$ cat src/rtl/ultrasonic_pkg.sv
// Shared types and constants for the ultrasonic DAC output path.
package ultrasonic_pkg;

  localparam int DAC_FRAME_W = 16;
  localparam logic [3:0] DAC_CMD_WR_UPD = 4'b0011;

  typedef enum logic [2:0] {
    IDLE,
    SETUP,
    SHIFT,
    HOLD,
    GAP
  } dac_tx_state_t;

  function automatic logic [DAC_FRAME_W-1:0] dac_frame_word(input logic [11:0] code);
    return {DAC_CMD_WR_UPD, code};
  endfunction

endpackage

$ cat src/rtl/dac_sclk_gen.sv
// Half-period tick generator for the DAC SPI clock; counts only while a frame is active
// so every frame starts from a full half-period.
module dac_sclk_gen #(
  parameter int CLK_DIV = 4
) (
  input  logic clk,
  input  logic rst_n,
  input  logic en_i,
  input  logic shift_i,
  output logic half_tick_o,
  output logic rise_tick_o,
  output logic fall_tick_o
);

  localparam int CW = (CLK_DIV > 1) ? $clog2(CLK_DIV) : 1;
  localparam logic [CW-1:0] RELOAD = CW'(CLK_DIV - 1);

  logic [CW-1:0] cnt_q;
  logic          phase_q;

  assign half_tick_o = en_i && (cnt_q == '0);
  assign rise_tick_o = half_tick_o && shift_i && !phase_q;
  assign fall_tick_o = half_tick_o && shift_i && phase_q;

  always_ff @(posedge clk or negedge rst_n) begin
    if (!rst_n) begin
      cnt_q   <= RELOAD;
      phase_q <= 1'b0;
    end else begin
      if (!en_i || half_tick_o) cnt_q <= RELOAD;
      else                      cnt_q <= cnt_q - 1'b1;
      // phase 0 = sclk low half, 1 = sclk high half
      if (!shift_i)         phase_q <= 1'b0;
      else if (half_tick_o) phase_q <= ~phase_q;
    end
  end

endmodule

$ cat src/rtl/dac_spi_tx.sv
// Ships the DAC code as a 16-bit write-and-update SPI frame (mode 0, MSB first),
// resending on code change or update request and coalescing mid-frame changes.
module dac_spi_tx
  import ultrasonic_pkg::*;
#(
  parameter int CLK_DIV = 4,
  parameter int CS_GAP  = 2,
  parameter int CODE_W  = 12
) (
  input  logic              clk,
  input  logic              rst_n,
  input  logic [CODE_W-1:0] dac_code,
  input  logic              update_req,
  output logic              dac_sclk,
  output logic              dac_cs_n,
  output logic              dac_mosi,
  output logic              busy,
  output logic              frame_done,
  output logic [15:0]       frames_sent
);

  localparam int GW = (CS_GAP > 1) ? $clog2(CS_GAP) : 1;

  dac_tx_state_t            state_q;
  logic [CODE_W-1:0]        code_q;
  logic [CODE_W-1:0]        sent_code_q;
  logic                     req_q;
  logic                     primed_q;
  logic [DAC_FRAME_W-2:0]   shreg_q;
  logic [3:0]               bit_cnt_q;
  logic [GW-1:0]            gap_cnt_q;
  logic                     dac_sclk_q;
  logic                     dac_cs_n_q;
  logic                     dac_mosi_q;
  logic                     busy_q;
  logic                     frame_done_q;
  logic [15:0]              frames_sent_q;

  logic                     half_tick;
  logic                     rise_tick;
  logic                     fall_tick;
  logic                     pending_d;
  logic                     launch_d;
  logic [DAC_FRAME_W-1:0]   frame_word_d;

  dac_sclk_gen #(
    .CLK_DIV (CLK_DIV)
  ) u_sclk_gen (
    .clk         (clk),
    .rst_n       (rst_n),
    .en_i        (state_q inside {SETUP, SHIFT, HOLD}),
    .shift_i     (state_q == SHIFT),
    .half_tick_o (half_tick),
    .rise_tick_o (rise_tick),
    .fall_tick_o (fall_tick)
  );

  // A change that reverts to the sent code clears itself; only requests are sticky.
  assign pending_d    = req_q || (code_q != sent_code_q);
  // primed_q holds off the first launch until code_q has sampled a real input.
  assign launch_d     = primed_q && pending_d &&
                        ((state_q == IDLE) || ((state_q == GAP) && (gap_cnt_q == '0)));
  assign frame_word_d = dac_frame_word(code_q);

  always_ff @(posedge clk or negedge rst_n) begin
    if (!rst_n) begin
      state_q       <= IDLE;
      code_q        <= '0;
      sent_code_q   <= '0;
      req_q         <= 1'b1;
      primed_q      <= 1'b0;
      shreg_q       <= '0;
      bit_cnt_q     <= '0;
      gap_cnt_q     <= '0;
      dac_sclk_q    <= 1'b0;
      dac_cs_n_q    <= 1'b1;
      dac_mosi_q    <= 1'b0;
      busy_q        <= 1'b0;
      frame_done_q  <= 1'b0;
      frames_sent_q <= '0;
    end else begin
      code_q       <= dac_code;
      primed_q     <= 1'b1;
      frame_done_q <= 1'b0;
      if (update_req) req_q <= 1'b1;

      case (state_q)
        IDLE: ;
        SETUP: begin
          if (half_tick) state_q <= SHIFT;
        end
        SHIFT: begin
          if (rise_tick) dac_sclk_q <= 1'b1;
          if (fall_tick) begin
            dac_sclk_q <= 1'b0;
            if (bit_cnt_q == '0) begin
              state_q <= HOLD;
            end else begin
              bit_cnt_q  <= bit_cnt_q - 1'b1;
              dac_mosi_q <= shreg_q[DAC_FRAME_W-2];
              shreg_q    <= {shreg_q[DAC_FRAME_W-3:0], 1'b0};
            end
          end
        end
        HOLD: begin
          if (half_tick) begin
            state_q       <= GAP;
            dac_cs_n_q    <= 1'b1;
            dac_mosi_q    <= 1'b0;
            frame_done_q  <= 1'b1;
            frames_sent_q <= frames_sent_q + 16'd1;
            gap_cnt_q     <= GW'(CS_GAP - 1);
          end
        end
        GAP: begin
          if (gap_cnt_q == '0) begin
            state_q <= IDLE;
            busy_q  <= 1'b0;
          end else begin
            gap_cnt_q <= gap_cnt_q - 1'b1;
          end
        end
        default: state_q <= IDLE;
      endcase

      // Launch overrides the GAP exit so back-to-back frames keep busy high,
      // and clears req_q even if update_req arrives on this same edge.
      if (launch_d) begin
        state_q     <= SETUP;
        req_q       <= 1'b0;
        sent_code_q <= code_q;
        shreg_q     <= frame_word_d[DAC_FRAME_W-2:0];
        dac_mosi_q  <= frame_word_d[DAC_FRAME_W-1];
        bit_cnt_q   <= 4'd15;
        dac_cs_n_q  <= 1'b0;
        busy_q      <= 1'b1;
      end
    end
  end

  assign dac_sclk    = dac_sclk_q;
  assign dac_cs_n    = dac_cs_n_q;
  assign dac_mosi    = dac_mosi_q;
  assign busy        = busy_q;
  assign frame_done  = frame_done_q;
  assign frames_sent = frames_sent_q;

endmodule

$ cat config.mk
export PLATFORM = sky130hd
export DESIGN_NAME = dac_spi_tx
export DESIGN_NICKNAME = d
export VERILOG_FILES = /design/src/rtl/ultrasonic_pkg.sv /design/src/rtl/dac_sclk_gen.sv /design/src/rtl/dac_spi_tx.sv
export SDC_FILE = /design/constraint.sdc
export NUM_CORES = 1
export LEC_CHECK = 0
export ABC_AREA = 1
export CAP_MARGIN = 30
export CORE_ASPECT_RATIO = 1.25
export CORE_MARGIN = 2
export CORE_UTILIZATION = 50
export DETAILED_ROUTE_END_ITERATION = 6
export PLACE_DENSITY_LB_ADDON = 0.1
export SLEW_MARGIN = 20
export SYNTH_ARGS = -nofsm -noshare
export SYNTH_HDL_FRONTEND = slang
export SYNTH_SLANG_ARGS = --single-unit
$ cat constraint.sdc
create_clock -name clk -period 1.6 [get_ports clk]
set_input_delay 0.32 -clock clk [delete_from_list [all_inputs] [get_ports clk]]
set_output_delay 0.32 -clock clk [all_outputs]
set_load 0.01 [all_outputs]
# Word-level counts from Yosys, hierarchy flattened
# Cells that the tools add are included.
[word_totals]
reg_bits = 73
latch_bits = 0
ram_bits = 0
rom_bits = 0
inputBits = 15
output_inout_bits = 21
word_cells = 108
mem_count = 0
[op_classes]
n_addsub = 4
n_mul = 0
div = 0
order_cmp = 0
n_eq_ne = 16
shift = 0
mux = 37
n_bitwise = 2
reduce_logical = 33
[ops]
columns = ["op", "n"]
rows = [
  ["$mux 15", 4],
  ["$mux 1", 19],
  ["$mux 3", 6],
  ["$add 16x1->16 const B", 1],
  ["$mux 4", 4],
  ["$reduce_bool 2->1", 8],
  ["$pmux 3 s5", 1],
  ["$ne 12x12->1", 1],
  ["$ne 3x3->1 const B", 4],
  ["$reduce_and 2->1", 5],
  ["$logic_and 1x1->1", 7],
  ["$eq 3x2->1 const B", 2],
  ["$ne 2x2->1 const B", 3],
  ["$ne 3x2->1 const B", 2],
  ["$reduce_and 6->1", 1],
  ["$reduce_bool 3->1", 2],
  ["$logic_not 4->1", 1],
  ["$ne 2x1->1 const B", 2],
  ["$pmux 1 s2", 2],
  ["$reduce_and 4->1", 1],
  ["$sub 4x1->4 const B", 1],
  ["$eq 3x1->1 const B", 1],
  ["$eq 3x3->1 const B", 1],
  ["$logic_not 3->1", 1],
  ["other kinds (8)", 12],
]

# Depth between registers and ports, before layout
[logic_depth]
depth_word = 8
ltp_mapped = 12

# Hierarchy
# Synthesis repeated with hierarchy kept, for this count alone.
[unflattened]
cells_unflattened = 355
hier_area_um2 = 3306.9
[by_module_without_submodules]
columns = ["mod", "n_inst", "cells_each", "area_per_inst_um2", "seq_area_each_um2"]
rows = [
  ["dac_spi_tx", 1, 336, 3144.3, 1754.2],
  ["dac_sclk_gen", 1, 19, 162.7, 77.6],
]

# Worst setup path before layout
# Ideal clock, no wire load.
[synth_path]
path_type = "register to register"
from = "register u_sclk_gen.cnt_q[0]"
to = "register frames_sent_q[8] (netlist: frames_sent[8])"
arrival_time_ns = 1.469
setup_slack_ns = 0.004
path_stages_with_launch = 11
period_less_slack_ns = 1.596
path_cell_list = "dfstp_2 > inv_1 > ha_1 > inv_1 > nor2_2 > buf_4 > nand2_2 > nor2_2 > nand3_2 > nor2_1 > xor2_1"
[synth_between]
elab_chain_cells = 3
[synth_lines]
columns = ["element", "line_no", "source"]
rows = [
  ["start, declared", "dac_sclk_gen.sv:18", "logic [CW-1:0] cnt_q;"],
  ["start signal, assigned", "dac_sclk_gen.sv:31", "else cnt_q <= cnt_q - 1'b1;"],
  ["$logic_not 2->1", "dac_sclk_gen.sv:21", "assign half_tick_o = en_i && (cnt_q == '0);"],
  ["$logic_and 1x1->1", "dac_sclk_gen.sv:21", ""],
  ["$reduce_and 2->1 (no source line)", "n/a", ""],
  ["end signal, assigned", "dac_spi_tx.sv:111", "frames_sent_q <= frames_sent_q + 16'd1;"],
  ["end, declared", "dac_spi_tx.sv:37", "logic [15:0] frames_sent_q;"],
]
# No other way between the ends.
# A chain may end at the register's enable or synchronous reset.

# Worst setup path in the final report
[layout_path]
from = "register state_q[0]"
to = "register shreg_q[1]"
[layout_between]
elab_chain_cells = 7
elab_cells_between_ends = 17
classes_between = "5 x eq/ne; 1 x mux; 11 x reduce/logical"
[layout_lines]
columns = ["element", "line_no", "source"]
rows = [
  ["start, declared", "dac_spi_tx.sv:24", "dac_tx_state_t state_q;"],
  ["start signal, assigned", "dac_spi_tx.sv:67", "state_q <= IDLE;"],
  ["start signal, assigned", "dac_spi_tx.sv:90", "if (half_tick) state_q <= SHIFT;"],
  ["start signal, assigned", "dac_spi_tx.sv:97", "state_q <= HOLD;"],
  ["$eq 3x1->1, or another cell as far along", "dac_spi_tx.sv:51", ".en_i (state_q inside {SETUP, SHIFT, HOLD}),"],
  ["$reduce_bool 3->1", "dac_spi_tx.sv:51", ""],
  ["$logic_and 1x1->1", "dac_sclk_gen.sv:21", ""],
  ["$logic_and 1x1->1 (2 in series)", "dac_sclk_gen.sv:23", "assign fall_tick_o = half_tick_o && shift_i && phase_q;"],
  ["$reduce_bool 2->1 (no source line)", "n/a", ""],
  ["$reduce_and 3->1 (no source line)", "n/a", ""],
  ["end signal, assigned", "dac_spi_tx.sv:101", "shreg_q <= {shreg_q[DAC_FRAME_W-3:0], 1'b0};"],
  ["end signal, assigned", "dac_spi_tx.sv:132", "shreg_q <= frame_word_d[DAC_FRAME_W-2:0];"],
  ["end, declared", "dac_spi_tx.sv:29", "logic [DAC_FRAME_W-2:0] shreg_q;"],
]
# Parallel ways exist; a longest one is shown, timed or not.

==> metrics.md <==
| Metric | Value |
|---|---|
| Fmax | `613 MHz` |
| Full die area | `0.00717 mm^2` |
| Fin. Hold Viols | `0` |
| Synth Cell Area | `0.00325 mm^2` |
| Distinct cells, synth | `29` |
| Synth Register Bits | `73` |
| Site row count | `32` |
| Via Count | `2,737` |
| Area of the core | `0.00625 mm^2` |
| Critical path data required time | `1.82 ns` |
| Wire length on met2 | `3990 um` |
| Average size of a mapped cell | `8.72 um^2` |
| Antenna Nets Post-Route | `0` |
| Setup WS post-layout | `-0.0302 ns` |
| IO buf count | `35` |
| Clock transition at path regs | `0.08 ns` |
| Highest Signal Layer | `met4` |
| HPWL after detailed placement | `4670 um` |
| Root buf cell | `clkbuf_8` |
| Largest stage delay, worst path | `0.46 ns` |
| Crit Path Category | `reg -> reg` |
| Area leader, netlist | `dfrtp_1` |
| Critical Path Source Type | `flip-flop` |
| Setup crit end kind | `flip-flop` |
| Met3 Wirelength | `256 um` |
| H-tree depth | `3` |
| Residual DRC | `0` |
| Post-synth top area share | `0.531` |
| CTS tree | `done` |
| Sequential share of the synthesized area | `0.563` |
| Total grt overflow | `0` |
| Pwr/cell area | `1410 mW/mm^2` |
| Worst path slowest cell | `dfrtp_2` |
| Tot GR Track Use | `0.204` |
| Area growth, synth to finish | `41.5%` |
| Starting Density | `0.521` |
| Clock buffer count from CTS | `9` |
| DR pass1 iterations | `5` |
| Warnings, synthesis | `0` |
| First-pass GRT wire length | `11,400 um` |
| Num ports | `36` |
| Critical path's top delay family | `simple AND/OR/NAND/NOR gates` |
| WL met1 | `3130 um` |
| Highest ir drop seen on vdd | `0.000994 V` |
| Ant. Diodes | `0` |
| WL final | `7650 um` |
| Failing checks | `setup timing` |
| Setup Skew | `0.00975 ns` |
| Clock sink count | `73` |
| WL/cell | `13.9 um` |
| Hold WS | `0.405 ns` |
| Worst slack at placement | `-0.0633 ns` |
| Max Cap Viol | `0` |
| Count of final setup violators | `3` |
| Post-synth ARST share | `1.00` |
| Period utilization | `1.02` |
| CP bufs+invs | `2` |
| Max-slew violation count | `0` |
| Synth cell count leaders | `112 x nand2_1, 69 x dfrtp_1, 42 x inv_1` |
| Most common cell in the synthesized netlist | `nand2_1` |
| Worst-path maximum fanout | `8` |
| Largest net degree at the start of global routing | `30` |
| RSZ-0062 raised after global routing | `yes` |
| Clock Tree Buf Depth | `2` |
| Critical path arrival | `1.85 ns` |
| Final Power | `6490 uW` |
| Final nets | `477` |
| DR iter-0 viols | `125` |
| Crit-path most repeated cell | `nand3_1` |
| CP Cell Sequence | `nor2_1, o21ai_1, nor2_2, nand2_4, buf_4, clkbuf_16, nand3_1, nand3_1` |
| Die width | `76.1 um` |
| Vias in the first global route | `2,590` |
| Mapped Cells | `373` |
| Clk Latency, worst-skew pair | `0.35 ns` |
| Crit path time final | `1.63 ns` |
| Status | `finished with violations` |
| Share of post-route cells with drive strength above 1 | `0.287` |
| Number of synthesized flops with an enable pin | `0` |
| Hold crit path type | `in -> reg` |
| Leak Pwr | `0.00233 uW` |
| Routability congestion estimate | `0.846` |
| Vias per Instance | `4.99` |
| Die Ht | `94.2 um` |
| Ys flop type | `dfrtp_1` |
| Antenna violations before repair | `0` |
| Syn nets | `391` |
| Most area-consuming cells after synthesis | `dfrtp_1 53%, nand2_1 13%, nand3_1 5.8%, inv_1 4.8%, dfstp_2 3.2%` |
==> repair_timing <==
item | CTS | global route
buffers inserted | 7 | 11
pin swaps | 5 | 17
setup endpoints to repair | 23 | 45
gates cloned | 0 | 5
hold buffers | 1 | 0
hold endpoints to repair | 20 | 0
gates resized for setup | 25 | 67
==> cell usage in the layout (no fill, tap or decap), types with 4 or more instances in the layout <==
cell type / n
nor2_2: 5
dfrtp_1: 65
o21ai_0: 15
dfstp_2: 4
buf_4: 35
nand3_2: 10
buf_12: 6
inv_1: 37
nand3_1: 29
xor2_1: 8
nand2_2: 18
dlygate4sd2_1: 12
o21ai_1: 8
clkbuf_8: 10
nand2_1: 94
xnor2_1: 7
clkbuf_16: 5
inv_2: 7
nor2_4: 8
dlymetal6s2s_1: 5
clkdlybuf4s50_1: 17
nor2_1: 19
dfrtp_2: 4
nand2_4: 4
==> path summary, 6_finish.rpt <==
path	start	end	slack, ns	cells after the start
max	state_q[0]	shreg_q[1]	-0.03	8
min	dac_code[5]	code_q[5]	0.40	1
max reg2reg	state_q[0]	shreg_q[1]	-0.03	8
min reg2reg	dac_sclk	dac_sclk	0.48	2
max in group asynchronous	rst_n	req_q	0.64	3
min in group asynchronous	rst_n	sent_code_q[5]	0.41	2
==> stage by stage <==
stage / std cells / setup TNS, ns / area (um^2) / util
2_1_floorplan: 373 / 0 / 3250 / -
3_3_place_gp: 509 / 0 / 3890 / 0.623
3_5_place_dp: 509 / -0.108 / 3890 / 0.623
4_1_cts: 533 / 0 / 4190 / 0.671
5_1_grt: 549 / -1.84 / 4600 / 0.737
6_report: 549 / -0.0396 / 4600 / 0.737
==> logic make-up (layout without fill, tap and decap cells) <==
group	after synthesis	in the layout	share of synthesized area
buffers and inverters	55	146	0.0719
and+or+nand+nor	195	195	0.257
DFF	73	73	0.563
AOI/OAI and AO/OA	31	31	0.0550
adders and majority gates	3	3	0.0115
xor gates and xnor gates	15	15	0.0404
other	1	1	0.00115
==> power by group <==
| part | switching, uW | internal, uW | total (uW) |
|---|---|---|---|
| clock network | 659 | 921 | 1580 |
| logic | 1140 | 1030 | 2170 |
| registers | 349 | 2390 | 2740 |
==> area by class of cell <==
class / instances / area, um^2
repair buffers: 83 / 878
fillers: 478 / 1650
well taps: 85 / 106
clock inverters: 3 / 65.1
inverters: 47 / 188
multi-input cells: 245 / 1380
flip-flops and latches: 73 / 1840
clock buffers: 13 / 149
==> flip-flops by register name (all words and copies together), names as in the netlist <==
register and count:
dac_sclk 1, code_q 12, shreg_q 15, u_sclk_gen.phase_q 1, sent_code_q 12, frames_sent 16, req_q 1, gap_cnt_q 1
dac_cs_n 1, u_sclk_gen.cnt_q 2, bit_cnt_q 4, busy 1, primed_q 1, state_q 3, dac_mosi 1, frame_done 1
==> layer usage <==
layer,vias to the layer above,track usage
li1,1337,-
met1,1313,0.236
met2,64,0.353
met3,23,0.0442
met4,0,0.115
met5,-,0
Power figures use the tool's default switching activity.
==> RTL change 1 (same settings) <==
Register the inputs `dac_code` and `update_req` before use. The logic sees them one clock later.
--- a/src/rtl/dac_spi_tx.sv
+++ b/src/rtl/dac_spi_tx.sv
@@ -20,6 +20,14 @@
 );
 
   localparam int GW = (CS_GAP > 1) ? $clog2(CS_GAP) : 1;
+
+  logic [CODE_W-1:0] dac_code_q;
+  logic update_req_q;
+
+  always_ff @(posedge clk) begin
+    dac_code_q   <= dac_code;
+    update_req_q <= update_req;
+  end
 
   dac_tx_state_t            state_q;
   logic [CODE_W-1:0]        code_q;
@@ -79,10 +87,10 @@
       frame_done_q  <= 1'b0;
       frames_sent_q <= '0;
     end else begin
-      code_q       <= dac_code;
+      code_q       <= dac_code_q;
       primed_q     <= 1'b1;
       frame_done_q <= 1'b0;
-      if (update_req) req_q <= 1'b1;
+      if (update_req_q) req_q <= 1'b1;
 
       case (state_q)
         IDLE: ;
Function: same outputs for any inputs over 10 cycles, from zero or initial values and one cycle with rst_n low; that may be too few to reach the edited logic, so the function may still have changed.
==> RTL change 1 against the original RTL <==
The flow finishes with violations (negative hold slack, negative setup slack); wire length up 3.3%; setup slack improved by 0.013 ns; critical path depth up 5; area after synthesis up 18%; sequential cell count up 13; total power up 12%; cell area up 9.5%; sequential share of layout area increased by 1.6 points.
==> RTL change 1: results (changes against the original RTL) <==
Crit. Startpoint=state_q[2]$_DFFE_PN0P_; area of the multi-input gates=1500 um2 (+8.6%); worst vdd ir=0.000956 V (-3.8%); Async SR Flop Fraction=84.9% (-15 points); Hold Crit Class=in -> async; first-pass GRT wire length=12400 um (+9.0%); largest net degree at the start of global routing=74 (+150%); signal buffers share of area=16.0% (-3.1 points); Setup TNS=-0.0489 ns (-0.00925 ns); Tot GR Track Use=19.3% (-1.1 points); Setup Skew=0.0130 ns (+0.00324 ns); Cell Area, Placed=4410 um2 (+13%); Hold Fails Final Rpt=10 (+10); violated checks=negative hold slack, negative setup slack; synth unique cells=38 (+31%); HPWL after DPL=5080 um (+8.8%); Core Footprint=7400 um2 (+18%); Final WS setup=-0.0176 ns (+0.0126 ns); Yosys reg bits=86 (+18%); Final setup viols=7 (+4); clkbuf count=12 (-1); DRT iter0 DRCs=144 (+15%); Synth Area in Adders=0.978% (-0.18 points); clock-cell share of area=4.47% (-0.18 points); Register-to-Register Path Depth=13 (+5); Finished Cell Area=5040 um2 (+9.5%); Non-clock buffers=80 (-3.6%); hold slack=-0.0223 ns (-0.427 ns); worst r2r dst=shreg_q[3]$_DFFE_PN0P_; Leak Pwr=2.77 nW (+19%); vias=2986 (+9.1%); dpl ws=-0.0516 ns (+0.0117 ns); slowest CP cell=dfrtp_1; Post-Route WL=7910 um (+3.3%); status=finished, violations left; Synthesized Nets=458 (+17%); post-synthesis xor/xnor area fraction=3.88% (-0.16 points); first-pass iteration count of the detailed router=4 (-1); fill count=589 (+23%)
-- RTL change 1: metal layers --
layer | vias to the layer above | track usage, % | wire, um | share of wire (%)
li1 | 1503 | - | - | -
met1 | 1437 | 25.5 | 3460 | 44
met2 | 38 | 31.6 | 4130 | 52
met3 | 8 | 4.51 | 237 | 3.0
met4 | 0 | 5.38 | 87 | 1.1
met5 | - | 0 | 0 | 0
-- RTL change 1: where the power goes --
group | total [mW] | leakage (nW) | switching, mW | internal [mW]
registers | 2.99 | 0.996 | 0.270 | 2.72
logic | 2.57 | 1.66 | 1.45 | 1.12
clock network | 1.70 | 0.116 | 0.737 | 0.961
total | 7.26 | 2.77 | 2.45 | 4.80
-- RTL change 1: what timing repair did --
action	4_1_cts	5_1_grt
gates cloned	0	5
hold endpoints to repair	0	0
pin swaps	2	15
resized for setup	15	51
setup buffers	9	11
setup endpoints to repair	26	48
==> RTL change 2 (same settings) <==
Made on the original files. Reset style: synchronous (`rst_n`), changed in 2 clocked blocks.
--- a/src/rtl/dac_sclk_gen.sv
+++ b/src/rtl/dac_sclk_gen.sv
@@ -22,7 +22,7 @@
   assign rise_tick_o = half_tick_o && shift_i && !phase_q;
   assign fall_tick_o = half_tick_o && shift_i && phase_q;
 
-  always_ff @(posedge clk or negedge rst_n) begin
+  always_ff @(posedge clk) begin
     if (!rst_n) begin
       cnt_q   <= RELOAD;
       phase_q <= 1'b0;
--- a/src/rtl/dac_spi_tx.sv
+++ b/src/rtl/dac_spi_tx.sv
@@ -62,7 +62,7 @@
                         ((state_q == IDLE) || ((state_q == GAP) && (gap_cnt_q == '0)));
   assign frame_word_d = dac_frame_word(code_q);
 
-  always_ff @(posedge clk or negedge rst_n) begin
+  always_ff @(posedge clk) begin
     if (!rst_n) begin
       state_q       <= IDLE;
       code_q        <= '0;
Formal check against the unedited RTL: differs if rst_n is asserted again (counterexample within 4 cycles, from zero or initial values and one cycle with rst_n low); with rst_n held inactive, the same outputs for 10 cycles.
==> RTL change 2 against the original RTL <==
Setup slack improved by 0.085 ns; core utilization fell by 8.1 points; combinational power fell by 50%; total power fell by 32%; final cell count rose by 13%; die area rose by 3.9%; cell area fell by 6.4%; clock power fell by 22%; wire length fell by 2.7%; area after synthesis rose by 4.0%; sequential cell count did not move; critical endpoint is now dac_mosi.
==> RTL change 2: results (changes against the original RTL) <==
Synth Area in Adders=1.11% (-0.045 points); origin of the critical flop-to-flop path=bit_cnt_q[1]$_SDFFE_PN0P_; Sequential Power Share=47.1% (+4.8 points); Global Route met3 Usage=4.41% (-0.014 points); worst vdd ir=0.000563 V (-43%); post-synthesis xor/xnor area fraction=0.777% (-3.3 points); vias in the first global route=2843 (+9.8%); Setup Skew=0.00928 ns (-0.000474 ns); worst r2r dst=state_q[0]$_SDFFE_PN0P_; Post-Route WL=7450 um (-2.7%); first-pass iteration count of the detailed router=4 (-1); Tot GR Track Use=20.9% (+0.56 points); Routability Congestion=0.923 (+9.2%); slowest CP cell=clkdlybuf4s50_1; Register-to-Register Path Depth=11 (+3); Seq/Total Area, Yosys=43.2% (-13 points); Cell Area, Placed=3900 um2 (+0.23%); hold buffers post-CTS=0 (-1); DRT iter0 DRCs=162 (+30%); status=completed; WL met2=3890 um (-2.6%); HPWL after DPL=5000 um (+7.0%); M1 wire length=3160 um (+0.83%); placed cell count=595 (+17%); area of the multi-input gates=1600 um2 (+16%); Synth top cells by count=nand2_1, inv_1, dfxtp_1; Synth area leaders=dfxtp_1, nand2_1, inv_1; Async SR Flop Fraction=0% (-100 points); setup bufs post-CTS=1 (-6); Avg Inst Size Synth=7.15 um2 (-18%); number of vias per cell=4.91 (-1.5%); critical path's top delay family=buffers and inverters; fill count=579 (+21%); post_cts resized=12 (-52%); final net count=547 (+15%); dpl ws=-0.00605 ns (+0.0572 ns); Leak Pwr=2.15 nW (-7.7%)
==> RTL change 2: cell types whose count changed after synthesis, moves of 8 or more <==
cell     change
dfxtp_1     +73
nand3_1      +8
inv_1       +45
nand4_1     +14
dfrtp_1     -69
nor2_1       +8
a21oi_1     +21
==> RTL change 2: cell type report <==
class | instances | share of cell area, %
Multi-Input combinational cell | 293 | 37.1
Sequential cell | 73 | 34.3
Timing Repair Buffer | 62 | 14.4
Inverter | 90 | 7.96
Clock buffer | 11 | 3.28
Tap cell | 87 | 2.53
Clock inverter | 4 | 0.465
==> RTL change 2: how the worst max path moves through the flow <==
stage	start	endpoint	slack [ns]	cells after the start
floorplan	u_sclk_gen.cnt_q[0]$_SDFF_PP1_	bit_cnt_q[3]$_SDFFE_PN0P_	0.12	10
CTS	state_q[2]$_SDFFE_PP0P_	frames_sent[12]$_SDFFE_PN0P_	0.0002	8
detailed placement	frames_sent[0]$_SDFFE_PN0P_	frames_sent[14]$_SDFFE_PN0P_	-0.006	10
global placement	state_q[2]$_SDFFE_PP0P_	frames_sent[12]$_SDFFE_PN0P_	0.01	8
finish	dac_mosi$_SDFFE_PP0P_	dac_mosi	0.05	1
global route	frames_sent[0]$_SDFFE_PN0P_	frames_sent[14]$_SDFFE_PN0P_	-0.03	10
==> RTL change 2: logic make-up (layout without fill, tap and decap cells) <==
kind of cell,count (synthesis),after routing
xor gates and xnor gates,3,3
adders and majority gates,3,3
buffers and inverters,107,167
AOI/OAI and AO/OA,60,60
DFF,73,73
and+or+nand+nor,227,227
==> RTL change 2: per-stage QoR <==
| step | power, mW | setup TNS [ns] |
|---|---|---|
| floorplan | 2.70 | 0 |
| global placement | 2.94 | 0 |
| detailed placement | 2.96 | -0.0106 |
| CTS | 4.21 | 0 |
| global route | 4.67 | -0.0476 |
| finish | 4.42 | 0 |
